[config.mk]
export PLATFORM = sky130hd
export DESIGN_NAME = bst_search_insert_engine
export DESIGN_NICKNAME = d
export VERILOG_FILES = /design/src/rtl/bst_search_insert_engine.sv
export SDC_FILE = /design/constraint.sdc
export NUM_CORES = 1
export LEC_CHECK = 0
export ABC_AREA = 1
export CORE_AREA = 2 2 153 155
export CTS_CLUSTER_SIZE = 40
export DETAILED_ROUTE_END_ITERATION = 8
export DIE_AREA = 0 0 155 157
export PLACE_DENSITY_LB_ADDON = 0.08
export RECOVER_POWER = 100
export SYNTH_ARGS = -nofsm -noshare
export SYNTH_HDL_FRONTEND = slang
export SYNTH_SLANG_ARGS = --single-unit
[constraint.sdc]
create_clock -name aclk -period 2.9 [get_ports aclk]
set_input_delay 0.58 -clock aclk [delete_from_list [all_inputs] [get_ports aclk]]
set_output_delay 0.58 -clock aclk [all_outputs]
set_load 0.02 [all_outputs]
[src/rtl/bst_search_insert_engine.sv]
// rtl/bst_search_insert_engine.sv - command-driven BST insert/search engine over a node RAM
module bst_search_insert_engine #(
   parameter int          TOKEN_WIDTH    = 8,
   parameter int          PAYLOAD_WIDTH  = 32,
   parameter int          RAM_ADDR_WIDTH = 16,
   parameter int          RAM_DATA_WIDTH = PAYLOAD_WIDTH + 3*RAM_ADDR_WIDTH + TOKEN_WIDTH + 8,
   parameter int          MAX_DEPTH      = 16,
   parameter logic [7:0]  CMD_INSERT     = 8'h01,
   parameter logic [7:0]  CMD_SEARCH     = 8'h02
) (
   input  logic                      aclk,
   input  logic                      aresetn,
   input  logic                      itf_valid,
   output logic                      itf_ready,
   input  logic [7:0]                itf_cmd,
   input  logic [TOKEN_WIDTH-1:0]    itf_token,
   input  logic [PAYLOAD_WIDTH-1:0]  itf_data,
   output logic                      cpl_valid,
   input  logic                      cpl_ready,
   output logic [2:0]                cpl_status,
   output logic [PAYLOAD_WIDTH-1:0]  cpl_data,
   output logic                      tree_mgt_req_valid,
   input  logic                      tree_mgt_req_ready,
   input  logic [RAM_ADDR_WIDTH-1:0] tree_mgt_req_addr,
   input  logic                      tree_mgt_full,
   output logic                      tree_mgt_free_valid,
   input  logic                      tree_mgt_free_ready,
   output logic [RAM_ADDR_WIDTH-1:0] tree_mgt_free_addr,
   output logic                      mem_valid,
   input  logic                      mem_ready,
   output logic                      mem_rd,
   output logic                      mem_wr,
   output logic [RAM_ADDR_WIDTH-1:0] mem_addr,
   output logic [RAM_DATA_WIDTH-1:0] mem_wr_data,
   input  logic                      mem_rd_valid,
   output logic                      mem_rd_ready,
   input  logic [RAM_DATA_WIDTH-1:0] mem_rd_data,
   output logic                      tree_empty
);
   localparam int TW     = TOKEN_WIDTH;
   localparam int PW     = PAYLOAD_WIDTH;
   localparam int AW     = RAM_ADDR_WIDTH;
   localparam int DW     = RAM_DATA_WIDTH;
   localparam int DEPW   = $clog2(MAX_DEPTH + 1);
   localparam int TOK_LO = 8;
   localparam int RGT_LO = 8 + TW + AW;
   localparam int LFT_LO = RGT_LO + AW;
   localparam int PAY_LO = LFT_LO + AW;

   typedef enum logic [3:0] {
      S_IDLE, S_DISPATCH, S_RD_REQ, S_RD_WAIT, S_COMPARE,
      S_ALLOC, S_WR_NODE, S_WR_PARENT, S_CPL
   } state_t;

   state_t          state, state_n;
   logic            alive;
   logic [7:0]      cmd_r, cmd_n;
   logic [TW-1:0]   token_r, token_n;
   logic [PW-1:0]   data_r, data_n;
   logic [DW-1:0]   node_r, node_n;
   logic [AW-1:0]   cur_addr, cur_n;
   logic [AW-1:0]   par_addr, par_n;
   logic [AW-1:0]   new_addr, new_n;
   logic            side_left, side_n;
   logic            upd, upd_n;
   logic            root_valid, root_valid_n;
   logic [AW-1:0]   root_addr, root_n;
   logic [DEPW-1:0] depth, depth_n;
   logic [2:0]      status, status_n;
   logic [DW-1:0]   parent_upd;
   logic [DW-1:0]   new_node;
   logic            go_left, child_present;
   logic [AW-1:0]   child_addr;

   wire unused_free_ready = &{1'b0, tree_mgt_free_ready};

   assign tree_mgt_free_valid = 1'b0;
   assign tree_mgt_free_addr  = '0;
   assign tree_empty          = ~root_valid;

   assign go_left       = token_r < node_r[TOK_LO +: TW];
   assign child_present = go_left ? node_r[1] : node_r[0];
   assign child_addr    = go_left ? node_r[LFT_LO +: AW] : node_r[RGT_LO +: AW];
   assign new_node      = {data_r, {AW{1'b0}}, {AW{1'b0}}, par_addr, token_r, 5'b0, ~root_valid, 2'b00};

   // Parent image with the recorded side's child link and has_child bit filled in
   always_comb begin
      parent_upd = node_r;
      if (side_left) begin
         parent_upd[LFT_LO +: AW] = new_addr;
         parent_upd[1]            = 1'b1;
      end else begin
         parent_upd[RGT_LO +: AW] = new_addr;
         parent_upd[0]            = 1'b1;
      end
   end

   // State and datapath registers; reset forgets the tree and drops any pending completion
   always_ff @(posedge aclk or negedge aresetn) begin
      if (!aresetn) begin
         state      <= S_IDLE;
         alive      <= 1'b0;
         cmd_r      <= '0;
         token_r    <= '0;
         data_r     <= '0;
         node_r     <= '0;
         cur_addr   <= '0;
         par_addr   <= '0;
         new_addr   <= '0;
         side_left  <= 1'b0;
         upd        <= 1'b0;
         root_valid <= 1'b0;
         root_addr  <= '0;
         depth      <= '0;
         status     <= '0;
      end else begin
         state      <= state_n;
         alive      <= 1'b1;
         cmd_r      <= cmd_n;
         token_r    <= token_n;
         data_r     <= data_n;
         node_r     <= node_n;
         cur_addr   <= cur_n;
         par_addr   <= par_n;
         new_addr   <= new_n;
         side_left  <= side_n;
         upd        <= upd_n;
         root_valid <= root_valid_n;
         root_addr  <= root_n;
         depth      <= depth_n;
         status     <= status_n;
      end
   end

   // Next-state, next-datapath and bus outputs; outputs are zero unless the state drives them
   always_comb begin
      state_n            = state;
      cmd_n              = cmd_r;
      token_n            = token_r;
      data_n             = data_r;
      node_n             = node_r;
      cur_n              = cur_addr;
      par_n              = par_addr;
      new_n              = new_addr;
      side_n             = side_left;
      upd_n              = upd;
      root_valid_n       = root_valid;
      root_n             = root_addr;
      depth_n            = depth;
      status_n           = status;
      itf_ready          = 1'b0;
      cpl_valid          = 1'b0;
      cpl_status         = '0;
      cpl_data           = '0;
      tree_mgt_req_valid = 1'b0;
      mem_valid          = 1'b0;
      mem_rd             = 1'b0;
      mem_wr             = 1'b0;
      mem_addr           = '0;
      mem_wr_data        = '0;
      mem_rd_ready       = 1'b0;
      case (state)
         S_IDLE: begin
            itf_ready = alive;
            if (alive && itf_valid) begin
               cmd_n   = itf_cmd;
               token_n = itf_token;
               data_n  = itf_data;
               upd_n   = 1'b0;
               state_n = S_DISPATCH;
            end
         end
         S_DISPATCH: begin
            if (cmd_r != CMD_INSERT && cmd_r != CMD_SEARCH) begin
               status_n = 3'd6;
               state_n  = S_CPL;
            end else if (!root_valid) begin
               if (cmd_r == CMD_SEARCH) begin
                  status_n = 3'd3;
                  state_n  = S_CPL;
               end else begin
                  par_n   = '0;
                  state_n = S_ALLOC;
               end
            end else begin
               cur_n   = root_addr;
               depth_n = '0;
               state_n = S_RD_REQ;
            end
         end
         S_RD_REQ: begin
            mem_valid = 1'b1;
            mem_rd    = 1'b1;
            mem_addr  = cur_addr;
            if (mem_ready) begin
               depth_n = depth + DEPW'(1);
               state_n = S_RD_WAIT;
            end
         end
         S_RD_WAIT: begin
            mem_rd_ready = 1'b1;
            if (mem_rd_valid) begin
               node_n  = mem_rd_data;
               state_n = S_COMPARE;
            end
         end
         S_COMPARE: begin
            if (token_r == node_r[TOK_LO +: TW]) begin
               if (cmd_r == CMD_SEARCH) begin
                  status_n = 3'd2;
                  state_n  = S_CPL;
               end else begin
                  upd_n   = 1'b1;
                  state_n = S_WR_NODE;
               end
            end else if (child_present) begin
               if (depth == DEPW'(MAX_DEPTH)) begin
                  status_n = 3'd5;
                  state_n  = S_CPL;
               end else begin
                  cur_n   = child_addr;
                  state_n = S_RD_REQ;
               end
            end else if (cmd_r == CMD_SEARCH) begin
               status_n = 3'd3;
               state_n  = S_CPL;
            end else begin
               side_n  = go_left;
               par_n   = cur_addr;
               state_n = S_ALLOC;
            end
         end
         S_ALLOC: begin
            if (tree_mgt_full) begin
               status_n = 3'd4;
               state_n  = S_CPL;
            end else begin
               tree_mgt_req_valid = 1'b1;
               if (tree_mgt_req_ready) begin
                  new_n   = tree_mgt_req_addr;
                  state_n = S_WR_NODE;
               end
            end
         end
         S_WR_NODE: begin
            mem_valid = 1'b1;
            mem_wr    = 1'b1;
            if (upd) begin
               mem_addr    = cur_addr;
               mem_wr_data = {data_r, node_r[PAY_LO-1:0]};
            end else begin
               mem_addr    = new_addr;
               mem_wr_data = new_node;
            end
            if (mem_ready) begin
               if (upd) begin
                  status_n = 3'd1;
                  state_n  = S_CPL;
               end else if (!root_valid) begin
                  root_n       = new_addr;
                  root_valid_n = 1'b1;
                  status_n     = 3'd0;
                  state_n      = S_CPL;
               end else begin
                  state_n = S_WR_PARENT;
               end
            end
         end
         S_WR_PARENT: begin
            mem_valid   = 1'b1;
            mem_wr      = 1'b1;
            mem_addr    = par_addr;
            mem_wr_data = parent_upd;
            if (mem_ready) begin
               status_n = 3'd0;
               state_n  = S_CPL;
            end
         end
         S_CPL: begin
            cpl_valid  = 1'b1;
            cpl_status = status;
            cpl_data   = (status == 3'd2) ? node_r[PAY_LO +: PW] : '0;
            if (cpl_ready) state_n = S_IDLE;
         end
         default: state_n = S_IDLE;
      endcase
   end
endmodule

After elaboration in Yosys (flattened, before gate mapping). Cells that the tools add are included.

Input port bits: 169. Bits in registers: 224. Word-level logic and storage cells: 153. Output and inout port bits: 172.

Reduce and logical (&&, ||, !) cells: 21. $lt $le $gt $ge: 1. Equal/unequal tests: 36. Mux-type cells: 73. Bitwise operators: 6. $add $sub $neg: 1.

Operators by type and width (number): 2-to-1 mux 16 bit (15); case mux 96 bit (2 select lines) (1); 2-to-1 mux 4 bit (17); 2-to-1 mux 32 bit (2); 2-to-1 mux 64 bit (1); case mux 16 bit (2 select lines) (2); case mux 16 bit (3 select lines) (1); 2-to-1 mux 3 bit (13); case mux 4 bit (9 select lines) (1); != test 2 bit (second input constant) (17); == test 4 x 3 -> 1 bit (second input constant) (4); AND reduction 4 bit (4); 2-to-1 mux 5 bit (3); case mux 3 bit (5 select lines) (1); 2-to-1 mux 1 bit (14); AND reduction 7 bit (2); != test 3 bit (second input constant) (4); case mux 5 bit (2 select lines) (1); == test 4 x 2 -> 1 bit (second input constant) (2); == test 8 x 2 -> 1 bit (second input constant) (1); == test 8 bit (1); < comparator 8 bit (1); != test 8 x 1 -> 1 bit (second input constant) (1); != test 8 x 2 -> 1 bit (second input constant) (1); other kinds (18) (28).

Longest topological paths before layout. Gate-level depths: netlist of the first run.

Depth in word-level cells: 6. Mapped depth: 17. Depth with buffers taken out: 16.

Worst setup path after synthesis of the first run. No wires, ideal clock.

Path kind: reg-to-output. Start: reg state[3]. End: out mem_wr_data[32]. Setup slack: 0.492 ns. Arrival: 1.828 ns. Cell stages (with the launch flop): 9. Path buffers: 2. Path through: dfrtp_1 -> inv_1 -> nand2_4 -> nor2_4 -> inv_2 -> or2_1 -> buf_2 -> clkbuf_1 -> o21ai_0.

Cells in the longest elaborated chain, start to end: 2. Elaborated cells on any way between the ends: 3.

Ends and longest elaborated chain: from (decl) (line 55) `state_t state, state_n;`; from (signal assigned) (line 117) `state <= state_n;`; == test 4 x 3 -> 1 bit (line 162) `case (state)`; case mux 96 bit (2 select lines) (*) (line 162); to (decl) (line 34) `output logic [RAM_DATA_WIDTH-1:0] mem_wr_data,`.

Mark *: on every way between the ends. The rest lies on a longest branch, timed or not.

Worst setup path after layout of the first run.
Start: reg state[0]. End: out mem_wr_data[9].

Same word-level chain as after synthesis.

==> flow_summary.json, run 1 <==
{
  "dr.pass1.iters": 5,
  "rr_worst_depth": 7,
  "cp_num_buf_inv": 2,
  "via_per_inst": 5.25,
  "antenna_found_initial": 1,
  "root_buffer": "clkbuf_16",
  "place.gp.congestion": 0.954,
  "required_ps": 2320,
  "slew_violations": 71,
  "total_leakage_power_nw": 7.98,
  "path_depth": 7,
  "worst_setup_path_start_kind": "flip-flop",
  "ir_worst_vdd_mv": 0.396,
  "synthCells": 1331,
  "ys_top_cells_by_area": "dfrtp_1, nand2_1, o21ai_0",
  "timing.slew.headroom_pct": -22.3,
  "clkTransAtPathRegs_ps": 60,
  "hold_depth": 2,
  "crit_chain": "nor2_2 -> nand2_4 -> nor2_4 -> nor2_4 -> buf_4 -> o22ai_1 -> clkdlybuf4s15_2",
  "final_cell_mix": "nand2_1, dfrtp_1, clkdlybuf4s50_1, inv_1, o21ai_0",
  "regArea_sq_um": 5610,
  "drtIter0Drc": 826,
  "setup_viol": 0,
  "routedWlPerCell_um": 18.1,
  "cp_slowest_cell": "dfrtp_1",
  "cp.arrival_ps": 2270,
  "crit_family": "simple AND/OR/NAND/NOR gates",
  "port_buffers": 322,
  "finalHoldViolCount": 0,
  "clock-sinks": 224,
  "worst_pin_slew_ps": 1830,
  "fp.dieW_um": 155,
  "fill_cells": 1954,
  "drcViolationCount": 0,
  "nNetsFinal": 1839,
  "yosysTopAreaCell": "dfrtp_1",
  "final_cells": 1967,
  "slowest_delay_ps": 450,
  "insertion_delay_ps": 520,
  "hp-class": "flip-flop to flip-flop",
  "ant_nets": 0,
  "grt_max_degree": 109,
  "synth_area_sq_um": 11200,
  "avgSynthCellArea_sq_um": 8.38,
  "drv_cap": 1,
  "start_util_pct": 49.6,
  "cp_max_fo": 9,
  "multiInputGateArea_sq_um": 4630,
  "dieArea_sq_um": 24300,
  "cts_buffers": 26,
  "tritoncts": "done",
  "globalRouteTotalUtil_pct": 29.0,
  "coreArea_sq_um": 22500,
  "fin_crit_sh_pct": 98.2,
  "vias": 10317,
  "yosysSeqAreaShare_pct": 50.2,
  "crit_type": "flip-flop to output port",
  "die_h_um": 157,
  "final_common_cell": "nand2_1",
  "total_power_w": 0.00956,
  "io_pins": 341,
  "synth_seq_cells": 224,
  "cts_hold_repair.buffers": 0,
  "layout-drive-gt1-share_pct": 15.4,
  "dpl.cell_count": 1903,
  "rsz0062_at_grt": "yes",
  "power_density_nw_per_um2": 621,
  "grt_first_pass_wirelength_um": 55800,
  "grt_pass1_vias": 9996,
  "fin_skew_ps": 8.57,
  "synth_cell_types": 38,
  "critPathCaptureType": "output port",
  "violations": "capacitance limit, slew limit",
  "dpl.hpwl_um": 25500,
  "yosysTopAreaCellShare_pct": 50.2,
  "routed_wl_um": 35600,
  "grt.overflow.total": 0,
  "min_period_ps": 2850,
  "syn_to_final_growth_pct": 37.9,
  "fmax_mhz": 351,
  "yosysWarnings": 0,
  "status": "finished with violations",
  "h-tree-depth": 1,
  "cpMostUsedCell": "nor2_4",
  "clock_path_buffers": 3,
  "rows": 55
}
[metal layers]
layer	wire, um	global-route usage, %	share of wire, %	vias up
li1	-	-	-	5007
met1	14800	38.4	42	4835
met2	16800	47.9	47	417
met3	3000	6.69	8.4	58
met4	995	8.33	2.8	0
met5	0	0	0	-
[power by group]
part	switching [W]	leakage [nW]	internal (W)
Clock	0.00129	0.462	0.00222
Combinational	0.00139	4.82	0.000826
Sequential	0.000212	2.71	0.00362
Total	0.00290	7.98	0.00666
[per-stage QoR]
step | worst slack, ps | hold slack, ps | cell area [sq um] | setup TNS [ps] | utilization (%)
global route | -8.20 | 500 | 15400 | -14.6 | 68.3
finish | 51.8 | 470 | 15400 | 0 | 68.4
detailed placement | 19.2 | 458 | 14700 | 0 | 65.3
CTS | -97.9 | 50.1 | 15500 | -218 | 68.8
floorplan | 492 | 284 | 11200 | 0 | -
global placement | 38.2 | 454 | 14700 | 0 | 65.3
[Yosys cell counts, drive strengths merged]
cell and count:
a21o 1, a21oi 101, buf 53, clkbuf 37
conb 2, dfrtp 224, ha 10, inv 156
mux2 52, nand2 263, nand3 54, nand3b 3
nand4 5, nor2 113, nor3 38, o2111ai 1
o211ai 4, o21ai 153, o221ai 13, o22ai 39
o31ai 4, or2 2, xnor2 1, xor2 2
[timing repair]
item	CTS	global route
pin swaps	7	1
setup endpoints to repair	146	93
setup buffers	13	1
resized for setup	349	97
hold endpoints to repair	0	0
[tightest hold or removal path, cell delays in order (launching register included)]
cell and delay, ps:
dfrtp_1 340, nand2_1 50, nand2_1 50
[final cells by class]
type / count / area share [%]
multi-input cells: 877 / 30.1
well taps: 285 / 2.32
clock buffers: 36 / 5.07
diodes: 4 / 0.0651
repair buffers: 375 / 21.2
flip-flops and latches: 224 / 36.5
inverters: 156 / 3.84
clock inverters: 10 / 0.992
[sequential cells by signal, indices dropped and copies added (netlist names)]
name,count
alive,1
cmd_r,8
cur_addr,16
data_r,32
depth,5
new_addr,16
node_r,96
par_addr,16
root_addr,16
root_valid,1
side_left,1
state,4
status,3
token_r,8
upd,1
[cells by family after synthesis]
| group | count (synthesis) | share of synthesized area, % |
|---|---|---|
| adder cells (fa/ha/maj) | 10 | 1.12 |
| XOR/XNOR | 3 | 0.236 |
| multiplexers | 52 | 5.25 |
| buffers and inverters | 246 | 9.39 |
| AND/OR/NAND/NOR | 478 | 18.4 |
| AO/OA/AOI/OAI | 316 | 15.3 |
| other | 2 | 0.0673 |
| flip-flops | 224 | 50.2 |
[path summary, 6_finish.rpt]
kind                              from              to  slack, ps
hold / removal             par_addr[2]     par_addr[2]        470
hold reg to reg            par_addr[2]     par_addr[2]        470
setup reg to reg              state[0]       data_r[4]        460
setup / recovery              state[0]  mem_wr_data[9]         50
min in group asynchronous      aresetn        cmd_r[7]        560
max in group asynchronous      aresetn      node_r[46]        530
Note: power is estimated with default switching activity, not from simulation.
==> inputs of run 2 (changes only) <==
--- a/config.mk
+++ b/config.mk
@@ -12,6 +12,7 @@
 export DIE_AREA = 0 0 155 157
 export PLACE_DENSITY_LB_ADDON = 0.08
 export RECOVER_POWER = 100
+export REMOVE_ABC_BUFFERS = 1
 export SYNTH_ARGS = -nofsm -noshare
 export SYNTH_HDL_FRONTEND = slang
 export SYNTH_SLANG_ARGS = --single-unit
==> run 2 against run 1 <==
The run still ends with capacitance limit, slew limit left. Setup slack lost 20 ps. Sequential share of layout area decreased by 0.36 points. Clock skew is essentially flat. Final cell count is 0.41% lower. Worst hold slack gained 4.6 ps. Clock-buffer cell count grew 2. Cell area is 0.99% higher. Sequential power barely moved. Utilization rose by 0.68 points. Power shrank 3.2%. Critical path depth is 2 higher.
==> flow_summary.json, run 2 (synthesized netlist as in run 1, its figures left out) <==
{
  "status": "finished with violations",
  "violations": "capacitance limit, slew limit",
  "via_per_inst": 5.30,
  "coreArea_sq_um": 22500,
  "fp.dieW_um": 155,
  "grt_max_degree": 82,
  "setup_viol": 0,
  "insertion_delay_ps": 520,
  "grt_first_pass_wirelength_um": 56600,
  "syn_to_final_growth_pct": 39.2,
  "total_power_w": 0.00925,
  "ant_nets": 0,
  "finalHoldViolCount": 0,
  "drv_cap": 1,
  "nNetsFinal": 1836,
  "rows": 55,
  "routed_wl_um": 36600,
  "place.gp.congestion": 0.885,
  "cp.arrival_ps": 2290,
  "slew_violations": 81,
  "clkTransAtPathRegs_ps": 60,
  "largest_reg_flops": 96,
  "fill_cells": 1907,
  "io_pins": 341,
  "total_leakage_power_nw": 8.31,
  "critPathCaptureType": "output port",
  "die_h_um": 157,
  "fin_skew_ps": 9.02,
  "cts_buffers": 25,
  "reg_top3": "node_r x96, data_r x32",
  "rsz0062_at_grt": "yes",
  "dr.pass1.iters": 5,
  "top_register": "node_r",
  "root_buffer": "clkbuf_16",
  "tritoncts": "done",
  "antenna_cells": 0,
  "setup_slack_ps": 32.3,
  "grt_pass1_vias": 10199,
  "vias": 10392,
  "port_buffers": 322,
  "cp_slowest_cell": "dfrtp_1",
  "cpMostUsedCell": "buf_4",
  "ir_worst_vdd_mv": 0.449,
  "hp-class": "flip-flop to flip-flop",
  "clock-sinks": 224,
  "min_period_ps": 2870,
  "power_density_nw_per_um2": 596,
  "regArea_sq_um": 5610,
  "crit_type": "flip-flop to output port",
  "crit_family": "buffers and inverters",
  "slowest_delay_ps": 430,
  "globalRouteTotalUtil_pct": 29.7,
  "cp_max_fo": 13,
  "multiInputGateArea_sq_um": 4670,
  "clock_path_buffers": 3,
  "cp_num_buf_inv": 5,
  "cts_hold_repair.buffers": 0,
  "final_cell_mix": "nand2_1, dfrtp_1, clkdlybuf4s50_1, inv_1, o21ai_0",
  "worst_pin_slew_ps": 2130,
  "crit_chain": "inv_2 -> nor2_4 -> buf_4 -> nand2_1 -> inv_1 -> buf_4 -> o21ai_0 -> o221ai_1 -> dlygate4sd2_1",
  "required_ps": 2320,
  "start_util_pct": 49.6,
  "fin_crit_sh_pct": 98.9,
  "place_ws_ps": 86.4,
  "dpl.hpwl_um": 24600,
  "dieArea_sq_um": 24300,
  "drtIter0Drc": 847,
  "routedWlPerCell_um": 18.7,
  "fmax_mhz": 349,
  "worst_setup_path_start_kind": "flip-flop",
  "h-tree-depth": 1,
  "timing.slew.headroom_pct": -41.7,
  "layout-drive-gt1-share_pct": 15.1,
  "final_common_cell": "nand2_1",
  "hold_ws_ps": 475,
  "grt.overflow.total": 0,
  "drcViolationCount": 0,
  "antenna_found_initial": 1
}
[run 2: cell count changes in the layout (fill, tap and decap cells not counted), sizes merged]
cell	delta
diode	-4
bufinv	-2
buf	-13
nand2	+1
clkdlybuf4s50	-4
clkbuf	+3
clkinv	-1
dlygate4sd1	+3
dlygate4sd2	-12
inv	-1
clkdlybuf4s15	+2
dlymetal6s2s	+20
[run 2: timing repair]
item	4_1_cts	5_1_grt
endpoints found under the setup margin	118	85
buffers inserted	4	3
gates resized for setup	276	158
gates cloned	2	0
pin swaps	2	1
[run 2: per-layer routing]
| layer | global-route usage [%] | part of all wire, % | vias up |
|---|---|---|---|
| met1 | 38.4 | 41 | 4926 |
| met5 | 0 | 0 | - |
| met3 | 6.17 | 7.3 | 64 |
| met2 | 50.5 | 48 | 411 |
| met4 | 9.35 | 3.4 | 0 |
| li1 | - | - | 4991 |
[run 2: worst register-to-register path, stage by stage (launching register included)]
cell     delay (ps)
dfrtp_1         430
nor2_1          100
buf_4           150
nand2_4          70
buf_4           290
nor2_1          150
nor3_4          740
nand2_4         300
nand2_1         150
nand2_1          60
[run 2: area by class of cell]
class | count | share of cell area [%]
sequential | 224 | 36.1
multi-input combinational | 878 | 30.1
timing repair buffer | 372 | 22.4
clock buffer | 38 | 4.79
inverter | 156 | 3.83
tap | 285 | 2.30
clock inverter | 6 | 0.516
[run 2: power breakdown]
| part | internal (W) | leakage [nW] | total [W] | switching [W] |
|---|---|---|---|---|
| registers | 0.00362 | 2.71 | 0.00384 | 0.000216 |
| logic | 0.000829 | 5.20 | 0.00225 | 0.00142 |
| clock network | 0.00193 | 0.409 | 0.00317 | 0.00123 |
[run 2: per-stage QoR]
step | setup TNS [ps] | utilization, % | cells | cell area, sq um
3_3_place_gp | 0 | 65.7 | 1906 | 14800
5_1_grt | -848 | 69.0 | 1959 | 15500
3_5_place_dp | 0 | 65.7 | 1906 | 14800
2_1_floorplan | -146750 | - | 1257 | 10800
4_1_cts | -46.6 | 69.3 | 1956 | 15600
6_report | 0 | 69.0 | 1959 | 15500
[run 2: final timing paths]
kind                              from             to  slack [ps]  depth (start not counted)
hold / removal             par_addr[7]    par_addr[7]         470                          2
min in group asynchronous      aresetn      node_r[6]         650                          1
setup reg to reg              state[1]    par_addr[4]         360                          9
max in group asynchronous      aresetn  root_addr[13]         460                          2
setup / recovery              state[1]    mem_addr[6]          30                          9
hold reg to reg            par_addr[7]    par_addr[7]         470                          2
